--- config.mk ---
export PLATFORM = sky130hd
export DESIGN_NAME = std_fifo_datapath
export DESIGN_NICKNAME = d
export VERILOG_FILES = /design/src/rtl/std_fifo_datapath.sv
export SDC_FILE = /design/constraint.sdc
export NUM_CORES = 1
export LEC_CHECK = 0
export BUFFER_PORTS_ARGS = -buffer_cell sky130_fd_sc_hd__buf_2
export CORE_AREA = 10 10 47 49
export CTS_BUF_LIST = sky130_fd_sc_hd__clkbuf_8
export DETAILED_ROUTE_END_ITERATION = 6
export DIE_AREA = 0 0 57 59
export PLACE_DENSITY = 0.47
export SLEW_MARGIN = 20
export SYNTH_ARGS = -nofsm -noshare
export SYNTH_HDL_FRONTEND = slang
export SYNTH_SLANG_ARGS = --single-unit
export TNS_END_PERCENT = 30
--- constraint.sdc ---
create_clock -name i_clk -period 2.3 [get_ports i_clk]
set_input_delay 0.115 -clock i_clk [delete_from_list [all_inputs] [get_ports i_clk]]
set_output_delay 0.115 -clock i_clk [all_outputs]
set_load 0.005 [all_outputs]
--- src/rtl/std_fifo_datapath.sv ---
// Storage and head-of-queue stage for std_fifo. It follows the controller's
// write/read strobes and pointers exactly and keeps no occupancy state.
module std_fifo_datapath #(
  parameter type TYPE              = logic,
  parameter int  DEPTH             = 8,
  parameter bit  DATA_FF_OUT       = 1'b1,
  parameter int  RAM_WORDS         = DATA_FF_OUT ? DEPTH - 1 : DEPTH,
  parameter int  RAM_POINTER_WIDTH = (RAM_WORDS >= 2) ? $clog2(RAM_WORDS) : 1,
  parameter bit  RESET_RAM         = 1'b0,
  parameter TYPE INITIAL_VALUE     = '0
) (
  input  logic                         i_clk,
  input  logic                         i_rst,
  input  logic                         i_write_to_ff,
  input  logic                         i_write_to_ram,
  input  logic [RAM_POINTER_WIDTH-1:0] i_write_pointer,
  input  TYPE                          i_data,
  input  logic                         i_read_from_ram,
  input  logic [RAM_POINTER_WIDTH-1:0] i_read_pointer,
  output TYPE                          o_data
);

  TYPE w_ram_rd;

  // ---------------------------------------------------------------------------
  // RAM word array
  // ---------------------------------------------------------------------------
  generate
    if (RAM_WORDS >= 2) begin : g_ram
      TYPE r_ram [RAM_WORDS];

      if (RESET_RAM) begin : g_rst
        always_ff @(posedge i_clk or posedge i_rst) begin
          if (i_rst) begin
            for (int i = 0; i < RAM_WORDS; i++) r_ram[i] <= INITIAL_VALUE;
          end else if (i_write_to_ram) begin
            r_ram[i_write_pointer] <= i_data;
          end
        end
      end else begin : g_nrst
        always_ff @(posedge i_clk) begin
          if (i_write_to_ram) r_ram[i_write_pointer] <= i_data;
        end
      end

      // Asynchronous read sees pre-edge contents, giving read-before-write.
      assign w_ram_rd = r_ram[i_read_pointer];

      a_wr_ptr_range: assert property (@(posedge i_clk) disable iff (i_rst)
        i_write_to_ram |-> (int'(i_write_pointer) < RAM_WORDS));
      a_rd_ptr_range: assert property (@(posedge i_clk) disable iff (i_rst)
        i_read_from_ram |-> (int'(i_read_pointer) < RAM_WORDS));
    end else if (RAM_WORDS == 1) begin : g_ram1
      TYPE  r_ram;
      logic w_unused;

      if (RESET_RAM) begin : g_rst
        always_ff @(posedge i_clk or posedge i_rst) begin
          if (i_rst)               r_ram <= INITIAL_VALUE;
          else if (i_write_to_ram) r_ram <= i_data;
        end
      end else begin : g_nrst
        always_ff @(posedge i_clk) begin
          if (i_write_to_ram) r_ram <= i_data;
        end
      end

      assign w_ram_rd = r_ram;
      assign w_unused = ^{i_write_pointer, i_read_pointer};
    end else begin : g_noram
      logic w_unused;

      // Only the output flop exists; RAM strobes must never be raised.
      assign w_ram_rd = INITIAL_VALUE;
      assign w_unused = ^{i_write_pointer, i_read_pointer, i_write_to_ram};

      a_no_ram_strobe: assert property (@(posedge i_clk) disable iff (i_rst)
        !(i_write_to_ram || i_read_from_ram));
    end
  endgenerate

  // ---------------------------------------------------------------------------
  // Head-of-queue output
  // ---------------------------------------------------------------------------
  generate
    if (DATA_FF_OUT) begin : g_ff_out
      TYPE r_head;

      // A direct push beats a refill; both together is a controller bug.
      always_ff @(posedge i_clk or posedge i_rst) begin
        if (i_rst)                r_head <= INITIAL_VALUE;
        else if (i_write_to_ff)   r_head <= i_data;
        else if (i_read_from_ram) r_head <= w_ram_rd;
      end

      assign o_data = r_head;

      a_ff_vs_refill: assert property (@(posedge i_clk) disable iff (i_rst)
        !(i_write_to_ff && i_read_from_ram));
    end else begin : g_comb_out
      logic w_unused;

      assign o_data   = w_ram_rd;
      assign w_unused = ^{i_write_to_ff, i_read_from_ram};

      a_no_ff_write: assert property (@(posedge i_clk) disable iff (i_rst)
        !i_write_to_ff);
    end
  endgenerate

endmodule

======== After elaboration in Yosys (flattened, before gate mapping) ========
Memories as Yosys holds them, arrays and structs flattened.
Cells that the tools add are included.
storage, ports and cells
  flip-flop bits (word level) ............. 1
  bits in writable memories ............... 7
  word-level logic and storage cells ...... 7
  memories kept ........................... 1
memories
  name         depth  bits a word  rd ports  clocked after Yosys merged registers in  write ports  RTL line  source
  g_ram.r_ram  7      1            1         0                                        1            30        TYPE r_ram [RAM_WORDS];
cells by class
  multiplexer cells ....................... 4
  reduce and logical (&&, ||, !) cells .... 1
operators with widths
  kind                number
  1-bit two-way mux   4
  2-bit nonzero test  1

======== Depth between registers and ports, before layout ========
Gate-level depths: netlist of the first run.
An unclocked memory read counts as a cell.
  depth in word-level cells ............... 3
  depth in mapped cells ................... 3

======== Worst setup path before layout of the first run ========
No wires, ideal clock.
  kind .................................... flip-flop to flip-flop
  start ................................... memory g_ram.r_ram[5] (netlist bit)
  end ..................................... register g_ff_out.r_head, in the netlist o_data
  data arrival time ....................... 858 ps
  setup slack ............................. 1303 ps
  stages on the path, launching flop included .. 4
  path buffers ............................ 0
  period minus slack after synthesis ...... 997 ps
  path through ............................ edfxtp_1 > mux2_2 > o211ai_1 > a41oi_2
on the way
  word-level cells in the longest chain between the ends .. 3
RTL lines
  what                  RTL line  source
  start, declared       30
  memory 7 x 1 bit      n/a
  1-bit two-way mux     93        else if (i_read_from_ram) r_head <= w_ram_rd;
  1-bit two-way mux     92        else if (i_write_to_ff) r_head <= i_data;
  end signal, assigned  92
  end signal, assigned  93
  end, declared         87        TYPE r_head;
No other way between the ends. The select of a mux whose other input is x is not followed.
A chain may end at the register's enable or synchronous reset.

======== Worst setup path after layout of the first run ========
  start ................................... memory g_ram.r_ram[4] (netlist bit)
  end ..................................... register g_ff_out.r_head, in the netlist o_data
The elaborated chain is that of the path after synthesis.

==> results of run 1 <==
## layout make-up
| class | count | area share, % |
|---|---|---|
| tap | 16 | 3.800 |
| inverter | 1 | 0.7126 |
| timing repair buffer | 13 | 13.30 |
| clock inverter | 1 | 0.7126 |
| clock buffer | 3 | 7.838 |
| multi-input combinational | 23 | 28.98 |
| sequential | 8 | 44.66 |
## flip-flops by register name, indices dropped and copies added (netlist names)
register	cells
g_ram.r_ram	7
o_data	1
## logic make-up after synthesis
family,synth area share [%]
buf+inv,0.9575
mux,8.306
compound gates,7.990
flops,60.06
simple gates,22.69
## where the power goes
part | switching [mW] | internal, mW | leakage, nW
registers | 0.00162 | 0.165 | 0.0748
logic | 0.0180 | 0.0189 | 0.106
clock network | 0.0550 | 0.116 | 0.0269
total | 0.0746 | 0.299 | 0.208
## worst paths after layout
kind / from / endpoint / slack [ns] / cells past startpoint
min in group asynchronous: i_rst / o_data / 0.26 / 3
min: i_data / g_ram.r_ram[5] / 0.17 / 1
max: g_ram.r_ram[4] / o_data / 1.22 / 3
min reg2reg: o_data / o_data / 0.63 / 2
max reg2reg: g_ram.r_ram[4] / o_data / 1.22 / 3
max in group asynchronous: i_rst / o_data / 1.95 / 3
## worst max-delay path, delay by kind of cell (launching register included)
family | cells | cell delay (ns)
compound gates | 2 | 0.33
flops | 1 | 0.35
mux | 1 | 0.26
## metal layers
layer	vias up	track usage [%]	routed length, um
met5	-	0	0
met4	0	2.013	11
met3	2	3.219	73
met2	15	6.822	331
met1	131	5.968	395
li1	150	-	-
## layout by cell type, fill, tap and decap left out
| cell | count |
|---|---|
| o211ai_1 | 1 |
| o31ai_1 | 1 |
| nand3b_1 | 1 |
| buf_2 | 12 |
| nand2_1 | 2 |
| inv_1 | 2 |
| mux2i_1 | 1 |
| a41oi_2 | 1 |
| or3_1 | 1 |
| clkbuf_8 | 3 |
| nand2b_1 | 4 |
| dlygate4sd3_1 | 1 |
| dfrtp_1 | 1 |
| nor3_1 | 2 |
| nor2b_1 | 1 |
| edfxtp_1 | 7 |
| nor2_1 | 5 |
| mux2_2 | 2 |
| or2b_1 | 1 |
==> metrics.cfg, run 1 <==
[sta]
max_freq_ghz = 0.9281
relSlewSlack_pct = 79.49
max_slew.worst_pin.slew_ns = 0.3051
setup_slack_ns = 1.223
fin_crit_ns = 1.077
rsz0062_at_grt = no
hold_viol_final = 0
setup_viol = 0
fin_crit_sh_pct = 46.84
maxSlewViolCount = 0
skew_ns = 0.004870
finalSetupTns_ns = 0
finalHoldWorstSlack_ns = 0.1707

[worst_setup_path]
slowest_stage = edfxtp_1
crit_arrival_ns = 1.16
critPathKind = reg -> reg
cp-end-kind = register
start_kind = register
critPathMaxStageDelay_ns = 0.35
worst_ep_required_time_ns = 2.38
worstPathMaxFanout = 1
cp_cell_sequence = mux2_2 -> o211ai_1 -> a41oi_2

[cts]
cts_setup_buffers = 0
hold_buffers = 1
path_clk_slew_ns = 0.04
htree_levels = 1
clock-root-buffer = clkbuf_8
cts-resized-gates = 0
cts_max_path_buffers = 2
cts_tree = built
clk_latency_ns = 0.23
clkSinkCount = 8
cts_buffers = 3

[synthesis]
netlist_top_cells_count = edfxtp_1 (7), nor2_1 (5), nand2b_1 (4)
syn_nets = 44
synth_most_common_cell = edfxtp_1
syn_inst = 32
syn_area_um2 = 391.6
ys_top_cells_by_area = edfxtp_1 (54%), dfrtp_1 (6.4%), nand2b_1 (6.4%)
synthDistinctLibCells = 16
synth_edf_count = 7
synth_largest_area_cell = edfxtp_1
yosys_register_bits = 8
syn_area_per_cell_um2 = 12.24
synth_top_flop_cell = edfxtp_1
synth_top_area_share_pct = 53.67
async_flop_share_pct = 12.50
ys.warnings.count = 0
synth-seq-area-share_pct = 60.06

[place]
place_area_um2 = 471.7
gp_congestion = 0.8150
placed_cells = 60
place.detailed.hpwl_um = 685.4
port_buffers = 12
pre_cts_ws_ns = 1.214

[power]
ir_worst_vdd_mv = 0.2775
p_per_area_nw_per_um2 = 709.7
leakage_nw = 0.2076
total_power_mw = 0.3738

[detailed_routing]
drtIter0Drc = 3
wl_per_cell_um = 12.48
drt-pass1-iter-count = 4
wirelength_um = 811
vias_per_cell = 4.585
vias = 298
ant_nets = 0
drc = 0

[floorplanning]
dieWidth_um = 57
rows = 14
start_util_pct = 27.95
core-area_um2 = 1401
die-area_um2 = 3363
io_pins = 13
fp.dieH_um = 59

[final_layout]
layoutNonFillerInstCount = 65
stdcell_area_um2 = 526.8
num-fill-cells = 160
drive_above_1_share_pct = 36.73
seq_area_um2 = 235.2
n_antenna_cell = 0
multiInputGateArea_um2 = 152.6
num-nets-final = 62
syn_to_final_growth_pct = 34.50
fin_util_pct = 37.59

[grt]
antenna_found_initial = 0
grt_max_degree = 9
grt-ovfl-total = 0
grt_pass1_vias = 316
grt_pass1_wl_um = 1317
grt.total_usage_pct = 4.972

[status]
outcome = finished clean

[job]
maxCapViolations = 0

[hold_path]
min_path_type = in -> reg

(Power assumes the default switching activity.)
==> inputs of run 2 (changes only) <==
- clock period: 2.3 -> 1.12 ns (I/O delays scaled with it)
==> run 2 against run 1 <==
  * Global-route usage about the same
  * Final cell count is the same
  * Die area unchanged
  * Sequential share of layout area unchanged
  * Count of clock-buffer cells in the layout unchanged
  * Clock power grew 100%
  * Critical endpoint unchanged
==> metrics.cfg, run 2 (synthesis results as in run 1) <==
[sta]
maxSlewViolCount = 0  ; unchanged
setup_viol = 0  ; unchanged
fin_crit_ns = 1.086  ; was 1.077 ns
max_slew.worst_pin.slew_ns = 0.2956  ; was 0.3051 ns
skew_ns = 0.006273  ; was 0.004870 ns
relSlewSlack_pct = 80.12  ; was 79.49%
max_freq_ghz = 0.9212  ; was 0.9281 GHz
finalHoldWorstSlack_ns = 0.1048  ; was 0.1707 ns
rsz0062_at_grt = yes  ; was no
hold_viol_final = 0  ; unchanged
setup_slack_ns = 0.03445  ; was 1.223 ns
fin_crit_sh_pct = 96.92  ; was 46.84%

[detailed_routing]
vias_per_cell = 4.523  ; was 4.585
wirelength_um = 787  ; was 811 um
wl_per_cell_um = 12.11  ; was 12.48 um
drc = 0  ; unchanged
drtIter0Drc = 0  ; was 3
ant_nets = 0  ; unchanged
vias = 294  ; was 298
drt-pass1-iter-count = 1  ; was 4

[cts]
clk_latency_ns = 0.23  ; about the same
cts_setup_buffers = 0  ; unchanged
clock-root-buffer = clkbuf_8  ; unchanged
cts_buffers = 3  ; unchanged
htree_levels = 1  ; unchanged
path_clk_slew_ns = 0.04  ; about the same
cts_tree = built  ; unchanged
clkSinkCount = 8  ; unchanged
cts-resized-gates = 0  ; unchanged
cts_max_path_buffers = 2  ; unchanged

[final_layout]
final_common_cell = buf_2  ; unchanged
drive_above_1_share_pct = 36.73  ; unchanged
largest_register = g_ram.r_ram  ; unchanged
n_antenna_cell = 0  ; unchanged
largest_reg_flops = 7  ; unchanged
mostFrequentLayoutCells = buf_2 (12), edfxtp_1 (7), nor2_1 (5)  ; unchanged
syn_to_final_growth_pct = 34.50  ; unchanged
num-nets-final = 62  ; unchanged

[worst_setup_path]
r2r-end = o_data  ; unchanged
path_buf_inv = 0  ; unchanged
critPathKind = reg -> reg  ; unchanged
worstPathMaxFanout = 1  ; unchanged
critPathMaxStageDelay_ns = 0.36  ; was 0.35 ns
rr_worst_depth = 3  ; unchanged
reg2reg_from = g_ram.r_ram[4]  ; unchanged
slowest_stage = edfxtp_1  ; unchanged
worst_ep_required_time_ns = 1.20  ; was 2.38 ns
startpoint = g_ram.r_ram[4]  ; unchanged
regToRegSetupSlack_ns = 0.03  ; was 1.22 ns
cp-end-kind = register  ; unchanged
cp_cell_sequence = mux2_2 -> o211ai_1 -> a41oi_2  ; unchanged
path_delay_family = flip-flops  ; unchanged
start_kind = register  ; unchanged
crit_arrival_ns = 1.17  ; was 1.16 ns

[place]
port_buffers = 12  ; unchanged
place.detailed.hpwl_um = 649.6  ; was 685.4 um
pre_cts_ws_ns = 0.03003  ; was 1.214 ns
gp_congestion = 0.8139  ; was 0.8150

[power]
ir_worst_vdd_mv = 0.4937  ; was 0.2775 mV
p_per_area_nw_per_um2 = 1445  ; was 709.7 nW/um^2
leakage_nw = 0.2076  ; unchanged

[status]
outcome = finished clean  ; unchanged

[floorplanning]
fp.dieH_um = 59  ; unchanged
die-area_um2 = 3363  ; unchanged
io_pins = 13  ; unchanged
start_util_pct = 27.95  ; unchanged
dieWidth_um = 57  ; unchanged
core-area_um2 = 1401  ; unchanged
rows = 14  ; unchanged

[grt]
grt_max_degree = 9  ; unchanged
grt-ovfl-total = 0  ; unchanged
grt_pass1_wl_um = 1283  ; was 1317 um
antenna_found_initial = 0  ; unchanged
grt.total_usage_pct = 5.007  ; was 4.972%
grt_pass1_vias = 303  ; was 316

[hold_path]
whs_path_depth = 1  ; unchanged
min_path_type = in -> reg  ; unchanged
hp-start = i_data  ; unchanged
min_to = g_ram.r_ram[6]  ; was g_ram.r_ram[5]

[job]
maxCapViolations = 0  ; unchanged

[run 2: cell counts in the layout (fill, tap and decap cells not counted)]
Identical to the previous run, type by type.
[run 2: area by class of cell]
cell class,instances,area (um^2)
clock buffer,3,41.29
clock inverter,1,3.754
fill,156,874.6
inverter,1,3.754
multi-input combinational,23,152.6
sequential,8,235.2
tap,16,20.02
timing repair buffer,13,70.07
[run 2: routing by layer]
layer	global-route usage, %	up-vias	share of wire, %
met1	5.939	127	52
met3	2.790	2	9.0
met4	5.034	0	2.2
li1	-	150	-
met2	5.891	15	37
met5	0	-	0
[run 2: how the worst max path moves through the flow]
stage	slack, ns	to	cells past startpoint
2_1_floorplan	0.12	o_data	3
3_3_place_gp	0.11	o_data	3
3_5_place_dp	0.03	o_data	3
4_1_cts	0.02	o_data	3
5_1_grt	-0.04	o_data	3
6_report	0.03	o_data	3
[run 2: repair_timing]
item	4_1_cts	5_1_grt
endpoints found under the hold margin	1	0
setup endpoints to repair	0	1
hold buffers	1	0
[run 2: worst reg2reg max path: stages (launching register included)]
cell and delay (ns):
edfxtp_1 0.36, mux2_2 0.26, o211ai_1 0.20, a41oi_2 0.13
[run 2: stage by stage]
step | util, % | setup TNS (ns) | cells | instance area, um^2 | total power [mW]
after detailed placement | 33.66 | 0 | 60 | 471.7 | 0.4201
after CTS | 37.59 | 0 | 65 | 526.8 | 0.7746
after floorplan | - | 0 | 32 | 391.6 | 0.3799
after global placement | 33.66 | 0 | 60 | 471.7 | 0.4169
final | 37.59 | 0 | 65 | 526.8 | 0.7611
after global routing | 37.59 | -0.03961 | 65 | 526.8 | 0.8037
[run 2: report_power, final]
part	switching [mW]	leakage [nW]	internal (mW)
Combinational	0.0360	0.106	0.0387
Sequential	0.00312	0.0748	0.339
Clock	0.108	0.0269	0.237
